File: src/rtl/dsp_mac_pipe.sv
// rtl/dsp_mac_pipe.sv - signed pre-add/multiply/post-add pipeline with dot-product counter
// Optional build macro MAC_SAT_EN: P saturates on overflow instead of wrapping.
module dsp_mac_pipe #(
  parameter int A_W     = 18,
  parameter int B_W     = 18,
  parameter int P_W     = 48,
  parameter int ACC_LEN = 16
) (
  input  logic               CLK,
  input  logic               RST,
  input  logic               CE,
  input  logic               in_valid,
  input  logic [3:0]         op,
  input  logic [A_W-1:0]     A,
  input  logic [B_W-1:0]     B,
  input  logic [B_W-1:0]     D,
  input  logic [P_W-1:0]     C,
  input  logic               acc_clr,
  output logic [A_W+B_W:0]   M,
  output logic [P_W-1:0]     P,
  output logic               out_valid,
  output logic               out_last,
  output logic               ovf
);
  localparam int M_W   = A_W + B_W + 1;
  localparam int CNT_W = (ACC_LEN > 1) ? $clog2(ACC_LEN) : 1;

  logic [A_W-1:0]   r_a1;
  logic [B_W:0]     r_b1;
  logic [P_W-1:0]   r_c1, r_c2;
  logic [1:0]       r_post1, r_post2;
  logic             r_v1, r_v2, r_clr1, r_clr2;
  logic [M_W-1:0]   r_prod;
  logic [CNT_W-1:0] r_cnt;

  logic [B_W:0]     w_b_ext, w_d_ext, w_pre;
  logic [M_W-1:0]   w_mul_a, w_mul_b, w_prod;
  logic [P_W:0]     w_m_ext, w_base, w_sum;
  logic             w_acc, w_last, w_ovf;
  logic [CNT_W-1:0] w_eff_cnt, w_cnt_nxt;
  logic [P_W-1:0]   w_p_nxt;

  assign w_b_ext = {B[B_W-1], B};
  assign w_d_ext = {D[B_W-1], D};
  assign w_pre   = op[0] ? (op[1] ? w_d_ext - w_b_ext : w_d_ext + w_b_ext) : w_b_ext;

  // Low M_W bits of the product of sign-extended operands equal the exact signed product.
  assign w_mul_a = {{(B_W+1){r_a1[A_W-1]}}, r_a1};
  assign w_mul_b = {{A_W{r_b1[B_W]}}, r_b1};
  assign w_prod  = w_mul_a * w_mul_b;

  // A tagged acc_clr forces the sample to be treated as the first of a run.
  assign w_m_ext   = {{(P_W+1-M_W){r_prod[M_W-1]}}, r_prod};
  assign w_acc     = r_post2[0];
  assign w_eff_cnt = r_clr2 ? '0 : r_cnt;
  assign w_base    = !w_acc ? {r_c2[P_W-1], r_c2} :
                     (w_eff_cnt == '0) ? '0 : {P[P_W-1], P};
  assign w_sum     = r_post2[1] ? w_base - w_m_ext : w_base + w_m_ext;
  assign w_ovf     = w_sum[P_W] ^ w_sum[P_W-1];
  assign w_last    = w_acc && (w_eff_cnt == CNT_W'(ACC_LEN-1));
  assign w_cnt_nxt = !w_acc ? w_eff_cnt : (w_last ? '0 : w_eff_cnt + CNT_W'(1));

`ifdef MAC_SAT_EN
  localparam logic [P_W-1:0] P_MAX = {1'b0, {(P_W-1){1'b1}}};
  localparam logic [P_W-1:0] P_MIN = {1'b1, {(P_W-1){1'b0}}};
  assign w_p_nxt = !w_ovf ? w_sum[P_W-1:0] : (w_sum[P_W] ? P_MIN : P_MAX);
`else
  assign w_p_nxt = w_sum[P_W-1:0];
`endif

  always_ff @(posedge CLK or posedge RST) begin
    if (RST) begin
      r_a1      <= '0;
      r_b1      <= '0;
      r_c1      <= '0;
      r_c2      <= '0;
      r_post1   <= '0;
      r_post2   <= '0;
      r_v1      <= 1'b0;
      r_v2      <= 1'b0;
      r_clr1    <= 1'b0;
      r_clr2    <= 1'b0;
      r_prod    <= '0;
      r_cnt     <= '0;
      M         <= '0;
      P         <= '0;
      out_valid <= 1'b0;
      out_last  <= 1'b0;
      ovf       <= 1'b0;
    end else if (CE) begin
      r_a1      <= A;
      r_b1      <= w_pre;
      r_c1      <= C;
      r_post1   <= op[3:2];
      r_v1      <= in_valid;
      r_clr1    <= acc_clr;
      r_prod    <= w_prod;
      r_c2      <= r_c1;
      r_post2   <= r_post1;
      r_v2      <= r_v1;
      r_clr2    <= r_clr1;
      out_valid <= r_v2;
      out_last  <= r_v2 & w_last;
      if (r_v2) begin
        M     <= r_prod;
        P     <= w_p_nxt;
        ovf   <= w_ovf;
        r_cnt <= w_cnt_nxt;
      end
    end
  end
endmodule
File: config.mk
export PLATFORM = sky130hd
export DESIGN_NAME = dsp_mac_pipe
export DESIGN_NICKNAME = d
export VERILOG_FILES = /design/src/rtl/dsp_mac_pipe.sv
export SDC_FILE = /design/constraint.sdc
export NUM_CORES = 2
export LEC_CHECK = 0
export CAP_MARGIN = 20
export CORE_MARGIN = 3
export CORE_UTILIZATION = 50
export CTS_CLUSTER_DIAMETER = 40
export DETAILED_ROUTE_END_ITERATION = 10
export MAX_ROUTING_LAYER = met4
export PLACE_DENSITY = 0.66
export SYNTH_ARGS = -nofsm -noshare
export SYNTH_HDL_FRONTEND = slang
export SYNTH_SLANG_ARGS = --single-unit
File: constraint.sdc
create_clock -name CLK -period 9.8 [get_ports CLK]
set_clock_uncertainty 0.2 [all_clocks]
set_input_delay 0.98 -clock CLK [delete_from_list [all_inputs] [get_ports CLK]]
set_output_delay 0.98 -clock CLK [all_outputs]
set_load 0.01 [all_outputs]
Yosys cells after proc, flatten, opt, wreduce, memory -nomap -nowiden. Index checks and enable logic that the tools add are counted.

RAM bits: 0. Memories kept: 0. Output and inout port bits: 88. Flip-flop bits (word level): 270. ROM bits: 0. Bits of input ports: 111. Word-level logic and storage cells: 37. Latch bits: 0.

Eq/ne operators: 1. Muxes and demuxes: 8. Shift operators: 0. Reduce and logical (&&, ||, !) cells: 3. $add $sub $neg: 5. Multiply operators: 1. Divide/modulo/power cells: 0. $lt $le $gt $ge: 0. Bitwise gates (word level): 2.

Operator list (count): 49-bit 2-to-1 mux (3); 49-bit adder (1); 49-bit subtractor (1); 19-bit 2-to-1 mux (2); 18-bit by 19-bit multiplier with 37-bit output (1); 18-bit by 18-bit adder with 19-bit output (1); 18-bit by 18-bit subtractor with 19-bit output (1); 4-bit 2-to-1 mux (3); 4-bit by 1-bit adder with 4-bit output, second input constant (1); 4-bit equality test, second input constant (1); 4-bit zero test (1); 2-bit AND reduction (1); 1-bit AND (1); 1-bit logical AND (1); 1-bit XOR (1).

Longest topological paths before layout.
Depth after elaboration: 7. Depth in mapped cells: 28. Depth with buffers taken out: 26.

Worst setup path after synthesis. OpenSTA, ideal clock, no wires.

Kind: register to register. From: reg r_b1[12]. To: reg r_prod[36]. Required time: 9.463 ns. Setup slack: 3.221 ns. Path buffers: 2. Cell stages (with the launch flop): 25. Clock period less this slack: 6.579 ns. Library setup time: 0.137 ns. Arrival time: 6.242 ns. Cell sequence: dfrtp_1 -> clkbuf_1 -> clkbuf_1 -> nand2_1 -> fa_1 -> fa_1 -> fa_1 -> inv_1 -> fa_1 -> fa_1 -> inv_1 -> fa_1 -> inv_1 -> ha_1 -> o21a_1 -> o21ai_0 -> o31ai_1 -> a31oi_1 -> o211a_1 -> nor3b_1 -> o31ai_1 -> o21ai_0 -> o21ai_0 -> xnor2_1 -> a21oi_1.

Longest elaborated chain between the ends: 1.

Ends and longest elaborated chain: start: declaration (line 29) `logic [B_W:0] r_b1;`; start signal: assignment (line 92) `r_b1 <= w_pre;`; 18-bit by 19-bit multiplier with 37-bit output (line 50) `assign w_prod = w_mul_a * w_mul_b;`; end signal: assignment (line 97) `r_prod <= w_prod;`; end: declaration (line 33) `logic [M_W-1:0] r_prod;`.

Every way passes these cells. A chain may end at the register's enable or synchronous reset.

Final worst setup path.
From: reg r_b1[7]. To: reg r_prod[36].

Same word-level chain as after synthesis.

==> impl_metrics.json <==
{
  "status": "finished clean",
  "yosys_warnings": 0,
  "seq_area_frac_synth_pct": 24.4,
  "cts_buffers": 49,
  "dp_hpwl_mm": 52.9,
  "synth_fa_ha_area_share_pct": 32.5,
  "hold_viol": 0,
  "vias": 20327,
  "synth_compound_area_share_pct": 10.4,
  "grt_first_pass_wirelength_mm": 111,
  "yosys.area.top_type_share_pct": 25.1,
  "fmax_ghz": 0.132,
  "start_util_pct": 51.0,
  "synthFlopType": "dfrtp_1",
  "clk_path_buf_depth": 3,
  "drt-total-wl_mm": 66.9,
  "worst_setup_path_end_kind": "flip-flop",
  "grt_max_degree": 125,
  "arrival_ns": 7.76,
  "syn-num-nets": 3601,
  "crit_path_start_kind": "flip-flop",
  "syn_avg_cell_area_sq_um": 9.30,
  "tightest_slew_ns": 0.936,
  "setup_viol": 0,
  "critPathKind": "flip-flop to flip-flop",
  "fin_tns_setup_ns": 0,
  "fin_nets": 3722,
  "clock_sinks": 270,
  "maxCapViolCount": 0,
  "grt_usage_pct": 24.4,
  "cts_hold_buf": 0,
  "dr.first_iter.drc_count": 978,
  "rsz0062_at_grt": "false",
  "synthToLayoutAreaGrowth_pct": 15.1,
  "cpMaxStageDelayCell": "dfrtp_1",
  "grt_pass1_vias": 21336,
  "yosysMostFrequentCell": "inv_1",
  "die_area_sq_mm": 0.0582,
  "synth_xor_area_share_pct": 4.55,
  "first_pass_iters": 5,
  "synth-edff-count": 0,
  "postCtsSetupBuffers": 0,
  "postRouteAntennaNets": 0,
  "ys_ff_latch": 270,
  "antenna_found_initial": 1,
  "gp_congestion": 0.954,
  "yosys-top-cells-area": "fa_1 (25%), dfrtp_1 (24%), ha_1 (7.5%)",
  "synth_cells": 2978,
  "remaining_drc_errors": 0,
  "muxShareOfSynthArea_pct": 6.05,
  "slew_viol_final": 0,
  "max_stage_delay_ns": 0.63,
  "io_buffers": 198,
  "fin_crit_sh_pct": 77.1,
  "die_y_um": 241,
  "cp_max_fo": 19,
  "hp-class": "flip-flop to flip-flop",
  "overflow": 0,
  "core_area_sq_mm": 0.0543,
  "root_buffer": "clkbuf_16",
  "yosys.area.top_type": "fa_1",
  "synth_top_family_by_area": "adder cells",
  "clock_latency_ns": 0.59,
  "die_w_um": 241,
  "io_pins": 199,
  "synth_commonest_cells": "inv_1 (482), nand2_1 (362), fa_1 (347)",
  "synth_cell_types": 60,
  "rows": 85,
  "critPathMostFrequentCell": "inv_1",
  "yosys.area_share.simple_pct": 13.6,
  "fin_crit_ns": 7.55,
  "cts_tree": "done",
  "vias_per_cell": 5.24,
  "syn_area_sq_mm": 0.0277,
  "htreeDepth": 2,
  "cp.required_ns": 10.01,
  "slew_headroom_pct": 37.6,
  "clk_pin_slew_worst_paths_ns": 0.05,
  "async_flop_share_pct": 100,
  "drive_gt1_share_pct": 7.68,
  "wire_per_inst_um": 17.2,
  "cts_resized": 0
}
placed cells by master (no fill, tap or decap), types with 12 or more instances in the layout:
master and count:
o21ai_0 204, nand2_1 361, clkdlybuf4s50_1 197, dfrtp_1 270, fa_1 347, mux2_2 130
xor2_1 29, a21o_1 53, mux2i_1 19, o21a_1 18, a211oi_1 14, and2_1 176
nand3_1 13, nor2b_1 14, clkbuf_16 49, and3_1 15, nand2b_1 20, ha_1 165
xnor2_1 115, nor2_1 125, a21oi_1 120, inv_1 481, o21bai_1 12, nor3_1 21
or3_1 12
sequential cells by signal, indices dropped and copies added, names as in the netlist:
name,count
P,48
r_clr1,1
r_b1,19
out_valid,1
M,37
ovf,1
r_cnt,4
r_v1,1
r_a1,18
r_post1,2
r_prod,37
r_c2,48
out_last,1
r_clr2,1
r_c1,48
r_v2,1
r_post2,2
final cells by class:
cell class              instances  area (sq um)
diodes                          1          2.50
fillers                      4705         22500
clock buffers                  56          1290
clock inverters                34           387
repair buffers                210          2100
multi-input cells            2086         18600
well taps                     739           925
inverters                     482          1820
flip-flops and latches        270          6760
metrics by stage:
step	area (sq um)	hold WS [ns]	util, %	instances	setup WS, ns
2_1_floorplan	27700	0.249	-	2978	1.18
6_report	31900	0.289	58.7	3878	2.25
4_1_cts	31900	0.279	58.6	3876	2.12
5_1_grt	31900	0.310	58.7	3878	1.63
3_3_place_gp	30200	0.268	55.5	3786	2.30
3_5_place_dp	30200	0.273	55.5	3786	2.19
final timing paths:
kind                               to  slack [ns]     start  depth (start not counted)
max                        r_prod[36]        2.25   r_b1[7]                         25
min                          r_c2[41]        0.29  r_c1[41]                          2
max reg2reg                r_prod[36]        2.25   r_b1[7]                         25
min reg2reg                  r_c2[41]        0.29  r_c1[41]                          2
max in group asynchronous    r_a1[14]        7.42       RST                          3
min in group asynchronous     r_c2[4]        0.64       RST                          2
worst max-delay path, delay by kind of cell (launching register included):
family,cells,cell delay (ns)
adders and majority gates,7,2.81
AOI/OAI and AO/OA,9,2.68
DFF,1,0.63
and+or+nand+nor,2,0.59
buffers and inverters,6,0.28
xor gates and xnor gates,1,0.19
kinds of logic after synthesis:
kind of cell / Yosys count
compound gates: 487
xor+xnor: 144
simple gates: 793
buf+inv: 622
fa+ha+maj: 512
mux: 150
flops: 270
routing by layer:
layer | GRT usage [%] | up-vias | part of all wire [%] | wire length (um)
met4 | 6.28 | 0 | 2.3 | 1540
met5 | - | - | 0 | 0
met2 | 39.2 | 417 | 46 | 30900
li1 | - | 9707 | - | -
met1 | 33.4 | 10108 | 48 | 31800
met3 | 2.80 | 95 | 4.0 | 2650
Power is left out: the tool's default activity adds up to more than one toggle a clock period on the data nets, which glitch-free logic cannot reach.
